$ cat config.mk
export PLATFORM = sky130hd
export DESIGN_NAME = pll_rst_seq
export DESIGN_NICKNAME = d
export VERILOG_FILES = /design/src/rtl/pll_rst_seq_pkg.sv /design/src/rtl/lock_sync_2ff.sv /design/src/rtl/pll_rst_seq.sv
export SDC_FILE = /design/constraint.sdc
export NUM_CORES = 1
export LEC_CHECK = 0
export BUFFER_PORTS_ARGS = -buffer_cell sky130_fd_sc_hd__clkbuf_2
export CAP_MARGIN = 15
export CORE_AREA = 5 5 75 77
export CTS_CLUSTER_SIZE = 14
export DETAILED_ROUTE_END_ITERATION = 6
export DIE_AREA = 0 0 80 82
export PLACE_DENSITY = 0.7
export RECOVER_POWER = 50
export SLEW_MARGIN = 20
export SYNTH_ARGS = -nofsm -noshare
export SYNTH_HDL_FRONTEND = slang
export SYNTH_SLANG_ARGS = --single-unit
export TNS_END_PERCENT = 30
$ cat constraint.sdc
create_clock -name clk_i -period 2.5 [get_ports clk_i]
set_clock_uncertainty 0.2 [all_clocks]
set_input_delay 0.125 -clock clk_i [delete_from_list [all_inputs] [get_ports clk_i]]
set_output_delay 0.125 -clock clk_i [all_outputs]
set_load 0.01 [all_outputs]
$ cat src/rtl/pll_rst_seq_pkg.sv
// rtl/pll_rst_seq_pkg.sv - state encodings and counter sizing for the PLL/reset sequencer
package pll_rst_seq_pkg;

  typedef enum logic [2:0] {
    ST_PLL_RST   = 3'd0,
    ST_WAIT_LOCK = 3'd1,
    ST_STABLE    = 3'd2,
    ST_RELEASE   = 3'd3,
    ST_RUN       = 3'd4,
    ST_FAIL      = 3'd5
  } state_t;

  // Width of the failed-attempt counter exposed on the status port.
  localparam int RETRY_W = 4;

  // A counter that runs 0..n-1 needs clog2(n) bits; keep at least one bit.
  function automatic int cnt_w(input int n);
    return (n <= 2) ? 1 : $clog2(n);
  endfunction

endpackage

$ cat src/rtl/lock_sync_2ff.sv
// rtl/lock_sync_2ff.sv - two-flop synchronizer for the asynchronous PLL lock
module lock_sync_2ff (
  input  logic clk,
  input  logic rst,
  input  logic d,
  output logic q
);

  logic meta;

  // Two back-to-back flops; reset drops the synced lock to 0 immediately.
  always_ff @(posedge clk or posedge rst) begin
    if (rst) begin
      meta <= 1'b0;
      q    <= 1'b0;
    end else begin
      meta <= d;
      q    <= meta;
    end
  end

endmodule

$ cat src/rtl/pll_rst_seq.sv
// rtl/pll_rst_seq.sv - PLL reset/lock sequencing and staggered domain reset release
module pll_rst_seq
  import pll_rst_seq_pkg::*;
#(
  parameter int PLL_RST_CYCLES  = 8,
  parameter int LOCK_TIMEOUT    = 1000,
  parameter int LOCK_STABLE_CNT = 50,
  parameter int NUM_DOM         = 4,
  parameter int DOM_STAGGER     = 16,
  parameter int MAX_RETRY       = 3
) (
  input  logic                 clk_i,
  input  logic                 rst_i,
  input  logic                 pll_locked_i,
  input  logic                 sw_rst_req_i,
  output logic                 pll_rst_o,
  output logic [NUM_DOM-1:0]   dom_rst_n_o,
  output logic                 seq_done_o,
  output logic                 lock_fail_o,
  output logic [RETRY_W-1:0]   retry_cnt_o
);

  localparam int RC_W = cnt_w(PLL_RST_CYCLES);
  localparam int TO_W = cnt_w(LOCK_TIMEOUT);
  localparam int SB_W = cnt_w(LOCK_STABLE_CNT);
  localparam int SG_W = cnt_w(DOM_STAGGER);

  localparam logic [RC_W-1:0]    RC_LAST   = RC_W'(PLL_RST_CYCLES - 1);
  localparam logic [TO_W-1:0]    TO_LAST   = TO_W'(LOCK_TIMEOUT - 1);
  localparam logic [SB_W-1:0]    SB_LAST   = SB_W'(LOCK_STABLE_CNT - 1);
  localparam logic [SG_W-1:0]    SG_LAST   = SG_W'(DOM_STAGGER - 1);
  localparam logic [RETRY_W-1:0] RETRY_LIM = RETRY_W'(MAX_RETRY);

  state_t          state;
  logic            lock_s;
  logic [RC_W-1:0] rst_cnt;
  logic [TO_W-1:0] to_cnt;
  logic [SB_W-1:0] stb_cnt;
  logic [SG_W-1:0] stg_cnt;

  lock_sync_2ff u_lock_sync (
    .clk (clk_i),
    .rst (rst_i),
    .d   (pll_locked_i),
    .q   (lock_s)
  );

  // Sequencer: every counter defaults to 0 so only the active state's counter advances.
  always_ff @(posedge clk_i or posedge rst_i) begin
    if (rst_i) begin
      state       <= ST_PLL_RST;
      pll_rst_o   <= 1'b1;
      dom_rst_n_o <= '0;
      seq_done_o  <= 1'b0;
      lock_fail_o <= 1'b0;
      retry_cnt_o <= '0;
      rst_cnt     <= '0;
      to_cnt      <= '0;
      stb_cnt     <= '0;
      stg_cnt     <= '0;
    end else begin
      rst_cnt <= '0;
      to_cnt  <= '0;
      stb_cnt <= '0;
      stg_cnt <= '0;
      if (sw_rst_req_i) begin
        // Software request outranks lock loss and timeout seen in the same cycle.
        state       <= ST_PLL_RST;
        pll_rst_o   <= 1'b1;
        dom_rst_n_o <= '0;
        seq_done_o  <= 1'b0;
        lock_fail_o <= 1'b0;
        retry_cnt_o <= '0;
      end else begin
        case (state)
          ST_PLL_RST: begin
            if (rst_cnt == RC_LAST) begin
              state     <= ST_WAIT_LOCK;
              pll_rst_o <= 1'b0;
            end else begin
              rst_cnt <= rst_cnt + RC_W'(1);
            end
          end
          ST_WAIT_LOCK: begin
            if (lock_s) begin
              state <= ST_STABLE;
            end else if (to_cnt == TO_LAST) begin
              retry_cnt_o <= retry_cnt_o + 4'd1;
              pll_rst_o   <= 1'b1;
              if ((retry_cnt_o + 4'd1) == RETRY_LIM) begin
                state       <= ST_FAIL;
                lock_fail_o <= 1'b1;
              end else begin
                state <= ST_PLL_RST;
              end
            end else begin
              to_cnt <= to_cnt + TO_W'(1);
            end
          end
          ST_STABLE: begin
            if (!lock_s) begin
              state <= ST_WAIT_LOCK;
            end else if (stb_cnt == SB_LAST) begin
              state       <= ST_RELEASE;
              dom_rst_n_o <= NUM_DOM'(1);
            end else begin
              stb_cnt <= stb_cnt + SB_W'(1);
            end
          end
          ST_RELEASE, ST_RUN: begin
            if (!lock_s) begin
              // Lock loss pulls every domain back into reset at once.
              state       <= ST_PLL_RST;
              pll_rst_o   <= 1'b1;
              dom_rst_n_o <= '0;
              seq_done_o  <= 1'b0;
            end else if (state == ST_RELEASE) begin
              if (stg_cnt == SG_LAST) begin
                if (&dom_rst_n_o) begin
                  state       <= ST_RUN;
                  seq_done_o  <= 1'b1;
                  retry_cnt_o <= '0;
                end else begin
                  // Released bits are contiguous from bit 0, so shifting in a 1 frees the next one.
                  dom_rst_n_o <= (dom_rst_n_o << 1) | NUM_DOM'(1);
                end
              end else begin
                stg_cnt <= stg_cnt + SG_W'(1);
              end
            end
          end
          ST_FAIL: begin
            pll_rst_o   <= 1'b1;
            dom_rst_n_o <= '0;
            lock_fail_o <= 1'b1;
          end
          default: begin
            state       <= ST_PLL_RST;
            pll_rst_o   <= 1'b1;
            dom_rst_n_o <= '0;
            seq_done_o  <= 1'b0;
          end
        endcase
      end
    end
  end

endmodule

==> impl_metrics.env <==
export IMPL_outcome="completed"
export IMPL_tns_ns=0
export IMPL_p_leak_nw=1.048
export IMPL_layout_commonest_cell="dfrtp_1"
export IMPL_drc=0
export IMPL_routed_via_density=5.030
export IMPL_top_level_ports=15
export IMPL_worstPathMaxFanout=14
export IMPL_cp_end_kind="flip-flop"
export IMPL_critPathKind="in2reg"
export IMPL_power_density_nw_per_um2=727.8
export IMPL_die_area_um2=6560
export IMPL_dr_pass1_iters=4
export IMPL_multiInputGateArea_um2=988.4
export IMPL_maxCapViolations=0
export IMPL_num_nets_final=238
export IMPL_core_area_um2=4945
export IMPL_clock_sinks=39
export IMPL_diodes=0
export IMPL_cts_tree="built"
export IMPL_crit_chain="dlygate4sd3_1 -> clkbuf_2 -> or3_4 -> a211o_2 -> o31ai_1 -> nor3b_4 -> mux2_4"
export IMPL_grt_start_max_net_pins=40
export IMPL_postRouteAntennaNets=0
export IMPL_cts_root_buf="clkbuf_8"
export IMPL_slew_violations=0
export IMPL_post_synth_num_cell_types=52
export IMPL_worst_pin_slew_ns=0.9446
export IMPL_cts_buffer_depth=2
export IMPL_grt_antenna_before_repair=0
export IMPL_crit_start="sw_rst_req_i"
export IMPL_required_ns=2.47
export IMPL_routed_wl_um=3870
export IMPL_min_period_ns=2.246
export IMPL_reg2reg_slack_ns=0.27
export IMPL_rr_startpoint="state[0]"
export IMPL_path_buf_inv=2
export IMPL_yosysWarningCount=0
export IMPL_grt_pass1_vias=1463
export IMPL_vias=1494
export IMPL_synthTopCellsByArea="dfrtp_1 (46%), nor2_1 (5.0%), ha_1 (4.8%), xnor2_1 (3.4%), mux2_2 (2.7%)"
export IMPL_layout_core_utilization_pct=48.15
export IMPL_cts_resized=0
export IMPL_fin_crit_sh_pct=89.84
export IMPL_cp_arrival_ns=2.22
export IMPL_insertion_delay_ns=0.29
export IMPL_avgSynthCellArea_um2=10.34
export IMPL_synth_top_area_share_pct=45.54
export IMPL_hold_path_class="reg2reg"
export IMPL_area_delta_synth_final_pct=14.02
export IMPL_cts_inserted_buffers=5
export IMPL_synth_cell_area_um2=2088
export IMPL_r2r_worst_path_cells=5
export IMPL_wl_per_cell_um=13.03
export IMPL_die_h_um=82
export IMPL_synth_nets=214
export IMPL_regArea_um2=977.2
export IMPL_final_cell_mix="dfrtp_1 (38), nor2_1 (28), inv_1 (13)"
export IMPL_grt_usage_pct=13.81
export IMPL_io_buffers=14
export IMPL_worstSetupStartpointType="primary input"
export IMPL_num_rows=26
export IMPL_start_util_pct=42.23
export IMPL_crit_path_top_delay_cell="dlygate4sd3_1"
export IMPL_gp_congestion=0.8265
export IMPL_path_depth=7
export IMPL_max_slew_margin_pct=37.03
export IMPL_crit_end="state[1]"
export IMPL_die_x_um=80
export IMPL_overflow=0
export IMPL_drt_iter0_drc=47
export IMPL_synth_area_leader_cell="dfrtp_1"
export IMPL_r2r_end="state[1]"
export IMPL_crit_family="buffers and inverters"
export IMPL_h_tree_depth=2
export IMPL_max_freq_ghz=0.4452
export IMPL_max_stage_delay_ns=0.54
export IMPL_dpl_hpwl_um=2818
export IMPL_yosysSeqAreaShare_pct=46.79
export IMPL_synth_seq_cells=39
export IMPL_syn_inst=202
export IMPL_vdd_drop_max_mv=0.4382
export IMPL_clkTransAtPathRegs_ns=0.08
export IMPL_drive_above_1_share_pct=19.38
export IMPL_rsz0062_at_grt="no"
export IMPL_setup_viol=0
export IMPL_nFillCells=475
export IMPL_hold_viol_final=0
export IMPL_grt_pass1_wl_um=6975
[power by group]
group          internal, mW  switching [mW]  total [mW]
Clock                 0.399           0.217       0.615
Sequential            0.675          0.0734       0.749
Combinational         0.178           0.190       0.369
Total                  1.25           0.480        1.73
[logic make-up (layout without fill, tap and decap cells)]
| logic type | count (synthesis) | after routing | synth area share, % |
|---|---|---|---|
| AO/OA/AOI/OAI | 29 | 29 | 9.348 |
| flip-flops | 39 | 39 | 46.79 |
| multiplexers | 9 | 9 | 5.332 |
| adder cells (fa/ha/maj) | 8 | 8 | 4.793 |
| buffers and inverters | 20 | 45 | 5.872 |
| AND/OR/NAND/NOR | 83 | 83 | 21.99 |
| XOR/XNOR | 14 | 14 | 5.872 |
[synth_stat cells, drive strengths merged]
master	count
a211o	2
a211oi	1
a21oi	6
a31oi	2
a32o	1
a32oi	1
a41oi	1
and2	2
and2b	1
and3	5
and3b	1
and4	1
and4b	1
buf	5
clkbuf	2
dfrtp	38
dfstp	1
ha	8
inv	13
mux2	8
mux2i	1
nand2	9
nand2b	3
nand3	11
nand3b	1
nand4	1
nand4b	1
nand4bb	1
nor2	28
nor3	8
nor3b	2
nor4	2
o211ai	1
o21a	1
o21ai	9
o21bai	1
o221a	1
o221ai	1
o31ai	1
or3	3
or4	2
xnor2	8
xor2	6
[metal layers]
metal	routed length [µm]	global-route usage, %
met5	0	0
met4	72	5.068
met3	80	2.961
met2	1850	22.27
met1	1867	18.33
[worst register-to-register path, delay by kind of cell (launching register included)]
family / cells / cell delay, ns
compound gates: 2 / 0.49
mux: 1 / 0.31
simple gates: 2 / 0.60
flops: 1 / 0.52
[worst min path at each step]
stage                           startpoint  cells after the start          endpoint
after floorplan               pll_locked_i                      0  u_lock_sync.meta
after CTS                 u_lock_sync.meta                      0     u_lock_sync.q
after detailed placement      pll_locked_i                      1  u_lock_sync.meta
after global routing      u_lock_sync.meta                      0     u_lock_sync.q
final                     u_lock_sync.meta                      0     u_lock_sync.q
after global placement        pll_locked_i                      1  u_lock_sync.meta
[registers in the layout (all words and copies together), names as in the netlist]
register / count
stg_cnt: 4
pll_rst_o: 1
seq_done_o: 1
rst_cnt: 3
to_cnt: 10
state: 3
u_lock_sync.meta: 1
stb_cnt: 6
u_lock_sync.q: 1
lock_fail_o: 1
retry_cnt_o: 4
dom_rst_n_o: 4
[cell type report]
| class | count | share of cell area, % |
|---|---|---|
| clock buffers | 6 | 3.048 |
| clock inverters | 2 | 2.522 |
| inverters | 13 | 2.049 |
| multi-input cells | 143 | 41.51 |
| flip-flops and latches | 39 | 41.04 |
| well taps | 70 | 3.678 |
| repair buffers | 24 | 6.148 |
[through the flow]
step	area, µm²	hold WS, ns	instances	power [mW]	worst slack [ns]
3_3_place_gp	2225	0.03563	286	1.116	0.3141
2_1_floorplan	2088	-0.04357	202	1.067	0.2980
5_1_grt	2381	0.1825	297	1.841	0.1468
3_5_place_dp	2225	0.03504	286	1.127	0.2729
4_1_cts	2387	0.1588	297	1.752	0.2611
6_report	2381	0.1535	297	1.733	0.2540
[timing repair]
action                                 in CTS  in global routing
hold buffers                                3                  0
endpoints found under the hold margin      40                  0
buffers inserted                            0                  0
No activity file was read; power rests on OpenSTA's default activity.
